**config.mk**
```make
export PLATFORM = sky130hd
export DESIGN_NAME = uart_tx_ctrl
export DESIGN_NICKNAME = d
export VERILOG_FILES = /design/src/rtl/uart_pkg.sv /design/src/rtl/uart_baud_gen.sv /design/src/rtl/uart_tx_ctrl.sv
export SDC_FILE = /design/constraint.sdc
export NUM_CORES = 1
export LEC_CHECK = 0
export ABC_AREA = 1
export BUFFER_PORTS_ARGS = -buffer_cell sky130_fd_sc_hd__buf_2
export CAP_MARGIN = 5
export CORE_ASPECT_RATIO = 1.4
export CORE_MARGIN = 3
export CORE_UTILIZATION = 50
export CTS_CLUSTER_SIZE = 30
export DETAILED_ROUTE_END_ITERATION = 6
export PLACE_DENSITY = 0.78
export RECOVER_POWER = 25
export SYNTH_ARGS = -nofsm -noshare
export SYNTH_HDL_FRONTEND = slang
export SYNTH_SLANG_ARGS = --single-unit
```
**constraint.sdc**
```tcl
create_clock -name clk -period 1.4 [get_ports clk]
set_input_delay 0.21 -clock clk [delete_from_list [all_inputs] [get_ports clk]]
set_output_delay 0.21 -clock clk [all_outputs]
set_load 0.02 [all_outputs]
```
**src/rtl/uart_pkg.sv**
```systemverilog
// rtl/uart_pkg.sv - shared UART Tx mux select codes and Tx FSM state encoding
package uart_pkg;

    // Tx output mux select codes, shared with the Tx mux
    localparam logic [2:0] SEL_START   = 3'd0;
    localparam logic [2:0] SEL_STOP    = 3'd1;
    localparam logic [2:0] SEL_PARITY  = 3'd2;
    localparam logic [2:0] SEL_SHIFTER = 3'd3;

    typedef enum logic [2:0] {
        ST_IDLE   = 3'd0,
        ST_START  = 3'd1,
        ST_DATA   = 3'd2,
        ST_PARITY = 3'd3,
        ST_STOP   = 3'd4
    } tx_state_t;

    // Line source that each state presents on the Tx mux
    function automatic logic [2:0] sel_for_state(input tx_state_t s);
        case (s)
            ST_START:  return SEL_START;
            ST_DATA:   return SEL_SHIFTER;
            ST_PARITY: return SEL_PARITY;
            default:   return SEL_STOP;
        endcase
    endfunction

endpackage

```
**src/rtl/uart_baud_gen.sv**
```systemverilog
// rtl/uart_baud_gen.sv - baud-rate counter with synchronous clear and bit-end tick
module uart_baud_gen #(
    parameter int BAUD_DIV = 434
) (
    input  logic clk,
    input  logic rst,
    input  logic clr,
    input  logic en,
    output logic tick
);

    localparam int CW = (BAUD_DIV > 2) ? $clog2(BAUD_DIV) : 1;

    logic [CW-1:0] cnt;

    assign tick = (cnt == CW'(BAUD_DIV - 1));

    // Count 0..BAUD_DIV-1 while enabled; held at zero when idle or cleared
    always_ff @(posedge clk or posedge rst) begin
        if (rst) begin
            cnt <= '0;
        end else if (clr || !en) begin
            cnt <= '0;
        end else if (tick) begin
            cnt <= '0;
        end else begin
            cnt <= cnt + CW'(1);
        end
    end

endmodule

```
**src/rtl/uart_tx_ctrl.sv**
```systemverilog
// rtl/uart_tx_ctrl.sv - UART transmit sequencing FSM driving Tx mux and shifter strobes
module uart_tx_ctrl
    import uart_pkg::*;
#(
    parameter int BAUD_DIV   = 434,
    parameter int DATA_BITS  = 8,
    parameter int PARITY_EN  = 1,
    parameter int PARITY_ODD = 0,
    parameter int STOP_BITS  = 1
) (
    input  logic                 clk,
    input  logic                 rst,
    input  logic                 tx_start,
    input  logic [DATA_BITS-1:0] tx_data,
    output logic                 tx_busy,
    output logic                 tx_done,
    output logic [2:0]           mux_sel,
    output logic                 mux_en,
    output logic                 shift_load,
    output logic                 shift_en,
    output logic                 tx_parity
);

    localparam logic [2:0] LAST_BIT  = 3'(DATA_BITS - 1);
    localparam logic       LAST_STOP = 1'(STOP_BITS - 1);
    localparam logic       ODD       = 1'(PARITY_ODD);

    tx_state_t  state, state_next;
    logic [2:0] bit_cnt, bit_cnt_next;
    logic       stop_cnt, stop_cnt_next;
    logic       shift_load_next, shift_en_next, done_next, parity_next;
    logic       tick, baud_clr, baud_en;

    assign baud_en = (state != ST_IDLE);

    uart_baud_gen #(
        .BAUD_DIV(BAUD_DIV)
    ) u_baud (
        .clk (clk),
        .rst (rst),
        .clr (baud_clr),
        .en  (baud_en),
        .tick(tick)
    );

    // Next state, counters and strobe values; a new frame may start from IDLE
    // or directly on the final stop tick so back-to-back frames have no gap
    always_comb begin
        state_next      = state;
        bit_cnt_next    = bit_cnt;
        stop_cnt_next   = stop_cnt;
        shift_load_next = 1'b0;
        shift_en_next   = 1'b0;
        done_next       = 1'b0;
        parity_next     = tx_parity;
        baud_clr        = 1'b0;
        case (state)
            ST_IDLE: begin
                if (tx_start) begin
                    state_next      = ST_START;
                    shift_load_next = 1'b1;
                    parity_next     = ^tx_data ^ ODD;
                    baud_clr        = 1'b1;
                end
            end
            ST_START: begin
                if (tick) begin
                    state_next   = ST_DATA;
                    bit_cnt_next = 3'd0;
                end
            end
            ST_DATA: begin
                if (tick) begin
                    if (bit_cnt < LAST_BIT) begin
                        shift_en_next = 1'b1;
                        bit_cnt_next  = bit_cnt + 3'd1;
                    end else begin
                        stop_cnt_next = 1'b0;
                        state_next    = (PARITY_EN != 0) ? ST_PARITY : ST_STOP;
                    end
                end
            end
            ST_PARITY: begin
                if (tick) begin
                    state_next    = ST_STOP;
                    stop_cnt_next = 1'b0;
                end
            end
            ST_STOP: begin
                if (tick) begin
                    if (stop_cnt == LAST_STOP) begin
                        done_next = 1'b1;
                        if (tx_start) begin
                            state_next      = ST_START;
                            shift_load_next = 1'b1;
                            parity_next     = ^tx_data ^ ODD;
                            baud_clr        = 1'b1;
                        end else begin
                            state_next = ST_IDLE;
                        end
                    end else begin
                        stop_cnt_next = stop_cnt + 1'b1;
                    end
                end
            end
            default: state_next = ST_IDLE;
        endcase
    end

    // State and all outputs registered together so mux_sel tracks the state exactly
    always_ff @(posedge clk or posedge rst) begin
        if (rst) begin
            state      <= ST_IDLE;
            bit_cnt    <= 3'd0;
            stop_cnt   <= 1'b0;
            tx_busy    <= 1'b0;
            tx_done    <= 1'b0;
            mux_sel    <= SEL_STOP;
            mux_en     <= 1'b0;
            shift_load <= 1'b0;
            shift_en   <= 1'b0;
            tx_parity  <= 1'b0;
        end else begin
            state      <= state_next;
            bit_cnt    <= bit_cnt_next;
            stop_cnt   <= stop_cnt_next;
            tx_busy    <= (state_next != ST_IDLE);
            tx_done    <= done_next;
            mux_sel    <= sel_for_state(state_next);
            mux_en     <= 1'b1;
            shift_load <= shift_load_next;
            shift_en   <= shift_en_next;
            tx_parity  <= parity_next;
        end
    end

endmodule

```
---- Word level (Yosys, flattened, before mapping) ----
Cells that the tools add are included.
cells by class
  $add $sub $neg .......................... 3
  order comparisons ....................... 1
  equal/unequal tests ..................... 15
  mux-type cells .......................... 36
  reductions and logical operators ........ 12
operators with widths
  kind                                                 count
  2-to-1 mux 3 bit                                     10
  2-to-1 mux 1 bit                                     18
  2-to-1 mux 9 bit                                     2
  one-hot mux 3 bit (5 select lines)                   1
  != test 2 bit, second input constant                 7
  equality test 3 x 2 -> 1 bit, second input constant  4
  adder 9 x 1 -> 9 bit, second input constant          1
  equality test 9 bit, second input constant           1
  nonzero test 3 bit                                   3
  XOR reduction 8 bit                                  1
  equality test 3 x 1 -> 1 bit, second input constant  2
  one-hot mux 2 bit (3 select lines)                   1
  one-hot mux 3 bit (2 select lines)                   1
  AND reduction 5 bit                                  1
  one-hot mux 1 bit (2 select lines)                   2
  AND reduction 4 bit                                  1
  nonzero test 2 bit                                   2
  adder 3 x 1 -> 3 bit, second input constant          1
  equality test 3 bit, second input constant           1
  logical NOT 3 bit                                    1
  < comparator 3 bit, second input constant            1
  one-hot mux 1 bit (3 select lines)                   1
  AND reduction 3 bit                                  1
  adder 1 bit, second input constant                   1
  2 further kinds                                      2
word-level totals
  register bits after elaboration ......... 25
  input port bits ......................... 11
  output and inout port bits .............. 9

---- Depth between registers and ports, before layout ----
Gate-level depths: netlist of run 1.
  depth after elaboration ................. 6
  mapped depth ............................ 10
  depth with buffers taken out ............ 10

---- Modules after synthesis ----
From an unflattened synthesis of run 1, not the netlist that was laid out.
unflattened totals
  cell total of the unflattened synthesis .. 178
  area total of the unflattened synthesis .. 1365.1 um^2
by module, submodules not included
  module         times used  cells an instance  area an instance (um^2)
  uart_tx_ctrl   1           113                820.8
  uart_baud_gen  1           65                 544.3

---- Worst setup path before layout of run 1 ----
No wires, ideal clock.
  path type ............................... reg-to-reg
  start ................................... reg u_baud.cnt[1]
  end ..................................... reg tx_busy
  setup time .............................. 128 ps
  arrival time ............................ 1180 ps
  required time ........................... 1272 ps
  path slack .............................. 93 ps
  cell stages (with the launch flop) ...... 10
  buffers on the path ..................... 0
  cells stage by stage .................... dfrtp_1 -> inv_1 -> ha_1 -> inv_1 -> nor2_1 -> nand2_1 -> nor2_4 -> nor2_1 -> nor2_1 -> nand3_1
on the way
  cells in the longest elaborated chain, start to end .. 4
  elaborated cells between the ends (all ways) .. 7
  classes of those cells .................. 1 x eq/ne; 5 x mux; 1 x reduce/logical
ends and longest elaborated chain
  item                                    line                 source
  start, declared                         uart_baud_gen.sv:14  logic [CW-1:0] cnt;
  start signal, assigned                  uart_baud_gen.sv:27  cnt <= cnt + CW'(1);
  equality test 9 bit (*)                 uart_baud_gen.sv:16  assign tick = (cnt == CW'(BAUD_DIV - 1));
  2-to-1 mux 3 bit (on tied branches)     --
  one-hot mux 3 bit (5 select lines) (*)  uart_tx_ctrl.sv:57   case (state)
  nonzero test 3 bit (*)                  uart_tx_ctrl.sv:127  tx_busy <= (state_next != ST_IDLE);
  end signal, assigned                    uart_tx_ctrl.sv:127
  end, declared                           uart_tx_ctrl.sv:15   output logic tx_busy,
Every way passes the cells marked *; elsewhere a longest branch is shown, timed or not.
A chain may end at the register's enable or synchronous reset.

---- Final worst setup path of run 1 ----
Ends and elaborated chain as after synthesis.

==> results of run 1 <==
[cells by family (layout without fill, tap and decap cells)]
group | after synthesis | count (layout) | share of synthesized area [%]
simple gates | 107 | 107 | 38.6
buf+inv | 34 | 63 | 9.61
flops | 23 | 23 | 42.2
compound gates | 9 | 9 | 5.04
fa+ha+maj | 3 | 3 | 2.75
other cells | 2 | 2 | 0.550
xor+xnor | 2 | 2 | 1.28
[cells in the final DEF (no fill, tap or decap), types with 5 or more instances in the layout]
cell type,instances
inv_1,28
buf_2,18
nand2_2,5
buf_4,5
nor2_1,14
dfrtp_1,21
nand2_1,60
nand3_1,6
[cell usage after synthesis (2+ instances only)]
library cell and count:
nand3_2 3, ha_1 3, dfrtp_1 22, inv_1 29, inv_2 3, nand2_1 61
a21oi_1 2, nor2_1 17, nor3_1 2, conb_1 2, nor2_4 4, nand4_1 2
nor3_2 3, nand3_1 7, nand2_2 4, o21ai_2 2
[registers in the layout (all words and copies together), names as in the netlist]
name        flops
shift_load      1
mux_sel         2
tx_done         1
shift_en        1
bit_cnt         3
tx_parity       1
mux_en          1
tx_busy         1
u_baud.cnt      9
state           3
[timing repair]
item                                    4_1_cts  5_1_grt
hold endpoints to repair                     22        0
pin swaps                                     0        6
buffers inserted                              1        4
gates resized for setup                       1       11
endpoints found under the setup margin        3       16
hold buffers                                  1        0
[worst max-delay path, stage by stage (launching register included)]
cell     delay [ns]
dfrtp_1        0.40
inv_1          0.06
ha_2           0.17
inv_2          0.04
nor2_2         0.09
nand2_2        0.07
nor2_4         0.19
nor2_2         0.07
nor2_2         0.12
nand3_1        0.08
[through the flow]
step | worst slack (ns) | power, mW | setup TNS [ns] | cell area (um^2) | std cells
floorplan | 0.0926 | 1.16 | 0 | 1370 | 180
global placement | 0.0521 | 1.27 | 0 | 1510 | 233
detailed placement | -0.0278 | 1.29 | -0.0278 | 1510 | 233
CTS | -0.000513 | 1.61 | -0.000513 | 1550 | 239
global route | -0.0896 | 1.74 | -0.559 | 1610 | 243
finish | -0.00762 | 1.64 | -0.00762 | 1610 | 243
[power by group]
part	switching, mW	internal (mW)
logic	0.280	0.204
registers	0.0945	0.753
clock network	0.195	0.111
[path summary, 6_finish.rpt]
kind,startpoint,end,slack (ns),depth (start not counted)
setup / recovery,u_baud.cnt[1],tx_busy,-0.008,9
hold / removal,tx_start,tx_parity,0.27,5
setup reg to reg,u_baud.cnt[1],tx_busy,-0.008,9
hold reg to reg,tx_parity,tx_parity,0.51,2
max in group asynchronous,rst,u_baud.cnt[2],0.43,4
min in group asynchronous,rst,u_baud.cnt[7],0.58,4
[layer usage]
metal / up-vias / wire length (um) / global-route usage, %
met5: - / 0 / 0
met3: 9 / 68 / 1.96
met1: 545 / 1010 / 18.2
met4: 0 / 79 / 10.0
met2: 31 / 1430 / 34.8
li1: 599 / - / -
[area by class of cell]
cell class	count	area, um^2	area share (%)
Sequential cell	23	578	35.9
Multi-Input combinational cell	123	686	42.6
Clock buffer	4	26.3	1.63
Timing Repair Buffer	26	154	9.56
Inverter	33	124	7.69
Tap cell	34	42.5	2.64
==> flow_summary.ini, run 1 <==
[floorplanning]
core-area_um2 = 2500
top_level_ports = 20
rows = 21
initial_utilization_pct = 54.7
die_x_um = 50.2
die-height_um = 67.9
die-area_um2 = 3400

[yosys]
synth_area_per_cell_um2 = 7.59
synth_edf_count = 0
ys.flop_type = dfrtp_1
yosysUniqueCellTypes = 30
synthTopCellsByArea = dfrtp_1 (40%), nand2_1 (17%), inv_1 (8.0%)
ys_ff_latch = 23
syn_area_um2 = 1370
synthArstFlopShare_pct = 100
synth_fp_nets = 194
synth_top_area_share_pct = 40.3
synthCells = 180
synth_warnings = 0
seq_area_frac_synth_pct = 42.2
yosysTopAreaCell = dfrtp_1

[detailed_routing]
dr.first_iter.drc_count = 18
viasPerCell = 4.87
wl_um = 2580
postRouteAntennaNets = 0
drtPass1Iterations = 4
drt-wirelength-per-cell_um = 10.6
drc = 0
dr_total_vias = 1184

[sta]
layout_setup_ws_ns = -0.00762
holdWs_ns = 0.270
finalSetupViolations = 1
slew_viol_final = 0
hold_viol = 0
finClkSkew_ns = 0.00151
rsz0062_at_grt = true
tightest_slew_ns = 0.540
timing.final.crit_share_pct = 101
final.min_clock_period_ns = 1.41
max_freq_mhz = 710
slew_headroom_pct = 64.0

[power_and_ir_drop]
p_leak_nw = 0.884
vdd_drop_max_mv = 0.794
power_density_nw_per_um2 = 1020

[final_layout]
num_antenna_cells = 0
drive_gt1_share_pct = 29.7
fillers = 237
postLayoutCoreUtil_pct = 64.5
finalNetCount = 224
area_growth_pct = 17.9

[status]
violations = negative setup slack
status = finished, violations left

[run]
maxCapViolCount = 0

[critical_path]
critical_path_class = reg2reg
path_max_fanout = 6
critPathLaunchType = register
worstSetupEndpointType = register
cp.required_ns = 1.60
arrival_ns = 1.61

[clocking]
clockRootBuffer = clkbuf_4
htreeDepth = 1
cts_tree = built
clk_path_buf_depth = 2
clkSinkCount = 23
clkSlewWorstSetupHoldPaths_ns = 0.12
cts_buffers = 3
insertion_delay_ns = 0.31

[hold_path]
hold_path_class = in2reg

[global_routing]
track_usage_pct = 17.9
grt_max_degree = 24
grt_pass1_vias = 1226
grt.overflow.total = 0
antenna_found_initial = 0
grt_pass1_wl_um = 4710

[placement]
io_buffers = 18
dpl.hpwl_um = 2010
routabilityCongestion = 0.895
Power figures use the tool's default switching activity.
==> inputs of run 2 (changes only) <==
--- a/config.mk
+++ b/config.mk
@@ -15,6 +15,7 @@
 export DETAILED_ROUTE_END_ITERATION = 6
 export PLACE_DENSITY = 0.78
 export RECOVER_POWER = 25
+export REMOVE_ABC_BUFFERS = 1
 export SYNTH_ARGS = -nofsm -noshare
 export SYNTH_HDL_FRONTEND = slang
 export SYNTH_SLANG_ARGS = --single-unit
==> flow_summary.ini, run 2 (synthesis gave the netlist of run 1 again) <==
[status]
status = finished, violations left
violations = negative setup slack

[global_routing]
grt_max_degree = 24
antenna_found_initial = 0
grt_pass1_wl_um = 4220
track_usage_pct = 16.1
grt_pass1_vias = 1103
grt.overflow.total = 0

[floorplanning]
die-height_um = 67.9
top_level_ports = 20
die-area_um2 = 3400
initial_utilization_pct = 54.7
rows = 21
core-area_um2 = 2500
die_x_um = 50.2

[final_layout]
reg.largest.list = u_baud.cnt x9, bit_cnt x3, state x3
largest_register = u_baud.cnt
area_growth_pct = 17.5
postLayoutCellArea_um2 = 1610
num_antenna_cells = 0
finalNetCount = 222
drive_gt1_share_pct = 30.9
final_cell_mix = nand2_1 (58), inv_1 (26), dfrtp_1 (21)
largest_reg_flops = 9
final_common_cell = nand2_1
fin_cells = 241

[detailed_routing]
wl_um = 2470
drtPass1Iterations = 3
viasPerCell = 4.76
drt-wirelength-per-cell_um = 10.3
postRouteAntennaNets = 0
dr.first_iter.drc_count = 13
drc = 0
dr_total_vias = 1147

[sta]
hold_viol = 0
layout_setup_ws_ns = -0.000521
timing.final.crit_share_pct = 100
slew_headroom_pct = 64.0
tightest_slew_ns = 0.540
holdWs_ns = 0.287
finalSetupViolations = 1
slew_viol_final = 0
max_freq_mhz = 714
finClkSkew_ns = 0.00440
final.min_clock_period_ns = 1.40
rsz0062_at_grt = true
setup_tns_ns = -0.000521

[critical_path]
arrival_ns = 1.60
critical_path_class = reg2reg
path_max_fanout = 6
ff2ff_path_depth = 9
worstSetupEndpointType = register
ff2ff_setup_slack_ns = -0.0005
cp.required_ns = 1.60
critPathLaunchType = register

[placement]
placedCellCount = 233
place_ws_ns = -0.0404
placed_cell_area_um2 = 1510
io_buffers = 18
routabilityCongestion = 0.843
dpl.hpwl_um = 1970

[clocking]
clkSlewWorstSetupHoldPaths_ns = 0.12
htreeDepth = 1
clkSinkCount = 23
cts_tree = built
cts_buffers = 3
insertion_delay_ns = 0.30
clk_path_buf_depth = 2
clockRootBuffer = clkbuf_4

[run]
maxCapViolCount = 0

[hold_path]
min_path_cells = 5
hold_path_class = in2reg

[power_and_ir_drop]
vdd_drop_max_mv = 0.589
p_leak_nw = 0.877
power_density_nw_per_um2 = 1050
-- run 2: cell count changes in the layout (fill, tap and decap cells not counted), moves of 2 or more --
cell and change:
ha_2 -2, ha_4 +2, inv_1 -2, inv_2 +2
nand2_1 -2, nand2_2 +2
-- run 2: worst max-delay path, stage by stage, from the launching register on --
cell,delay [ns]
dfrtp_1,0.46
inv_1,0.12
nand2_1,0.10
nor2_4,0.13
nand2_4,0.09
buf_4,0.15
nand2_1,0.05
o21ai_1,0.07
inv_1,0.06
nand3_1,0.07
-- run 2: layout make-up --
type | instances | area (um^2)
multi-input cells | 123 | 698
inverters | 33 | 124
clock buffers | 3 | 22.5
fillers | 244 | 891
repair buffers | 24 | 135
clock inverters | 1 | 5.00
well taps | 34 | 42.5
flip-flops and latches | 23 | 578
-- run 2: through the flow --
step	power (mW)	util, %
floorplan	1.16	-
global placement	1.26	60.4
detailed placement	1.30	60.4
CTS	1.62	62.3
global route	1.80	64.3
finish	1.68	64.3
-- run 2: report_power, final --
part           internal [mW]  switching [mW]  leakage, nW  total, mW
Clock                  0.107           0.187       0.0177      0.294
Sequential             0.752           0.106        0.296      0.858
Combinational          0.228           0.300        0.563      0.528
-- run 2: path summary, 6_finish.rpt --
| check | from | to |
|---|---|---|
| min in group asynchronous | rst | shift_load |
| setup / recovery | u_baud.cnt[6] | tx_busy |
| setup reg to reg | u_baud.cnt[6] | tx_busy |
| hold reg to reg | tx_parity | tx_parity |
| max in group asynchronous | rst | u_baud.cnt[0] |
| hold / removal | tx_start | tx_parity |
-- run 2: what timing repair did --
| action | in CTS | in global routing |
|---|---|---|
| endpoints found under the hold margin | 22 | 0 |
| pin swaps | 2 | 11 |
| resized for setup | 1 | 14 |
| cloned | 0 | 0 |
| endpoints found under the setup margin | 2 | 17 |
| hold buffers | 1 | 0 |
| buffers inserted | 1 | 2 |
-- run 2: layer usage --
metal  up-vias  share of wire (%)  global-route usage, %
li1        592                  -                      -
met3         4                2.0                   1.96
met4         0                1.3                   8.30
met1       538                 41                   17.0
met5         -                  0                      0
met2        13                 56                   31.0
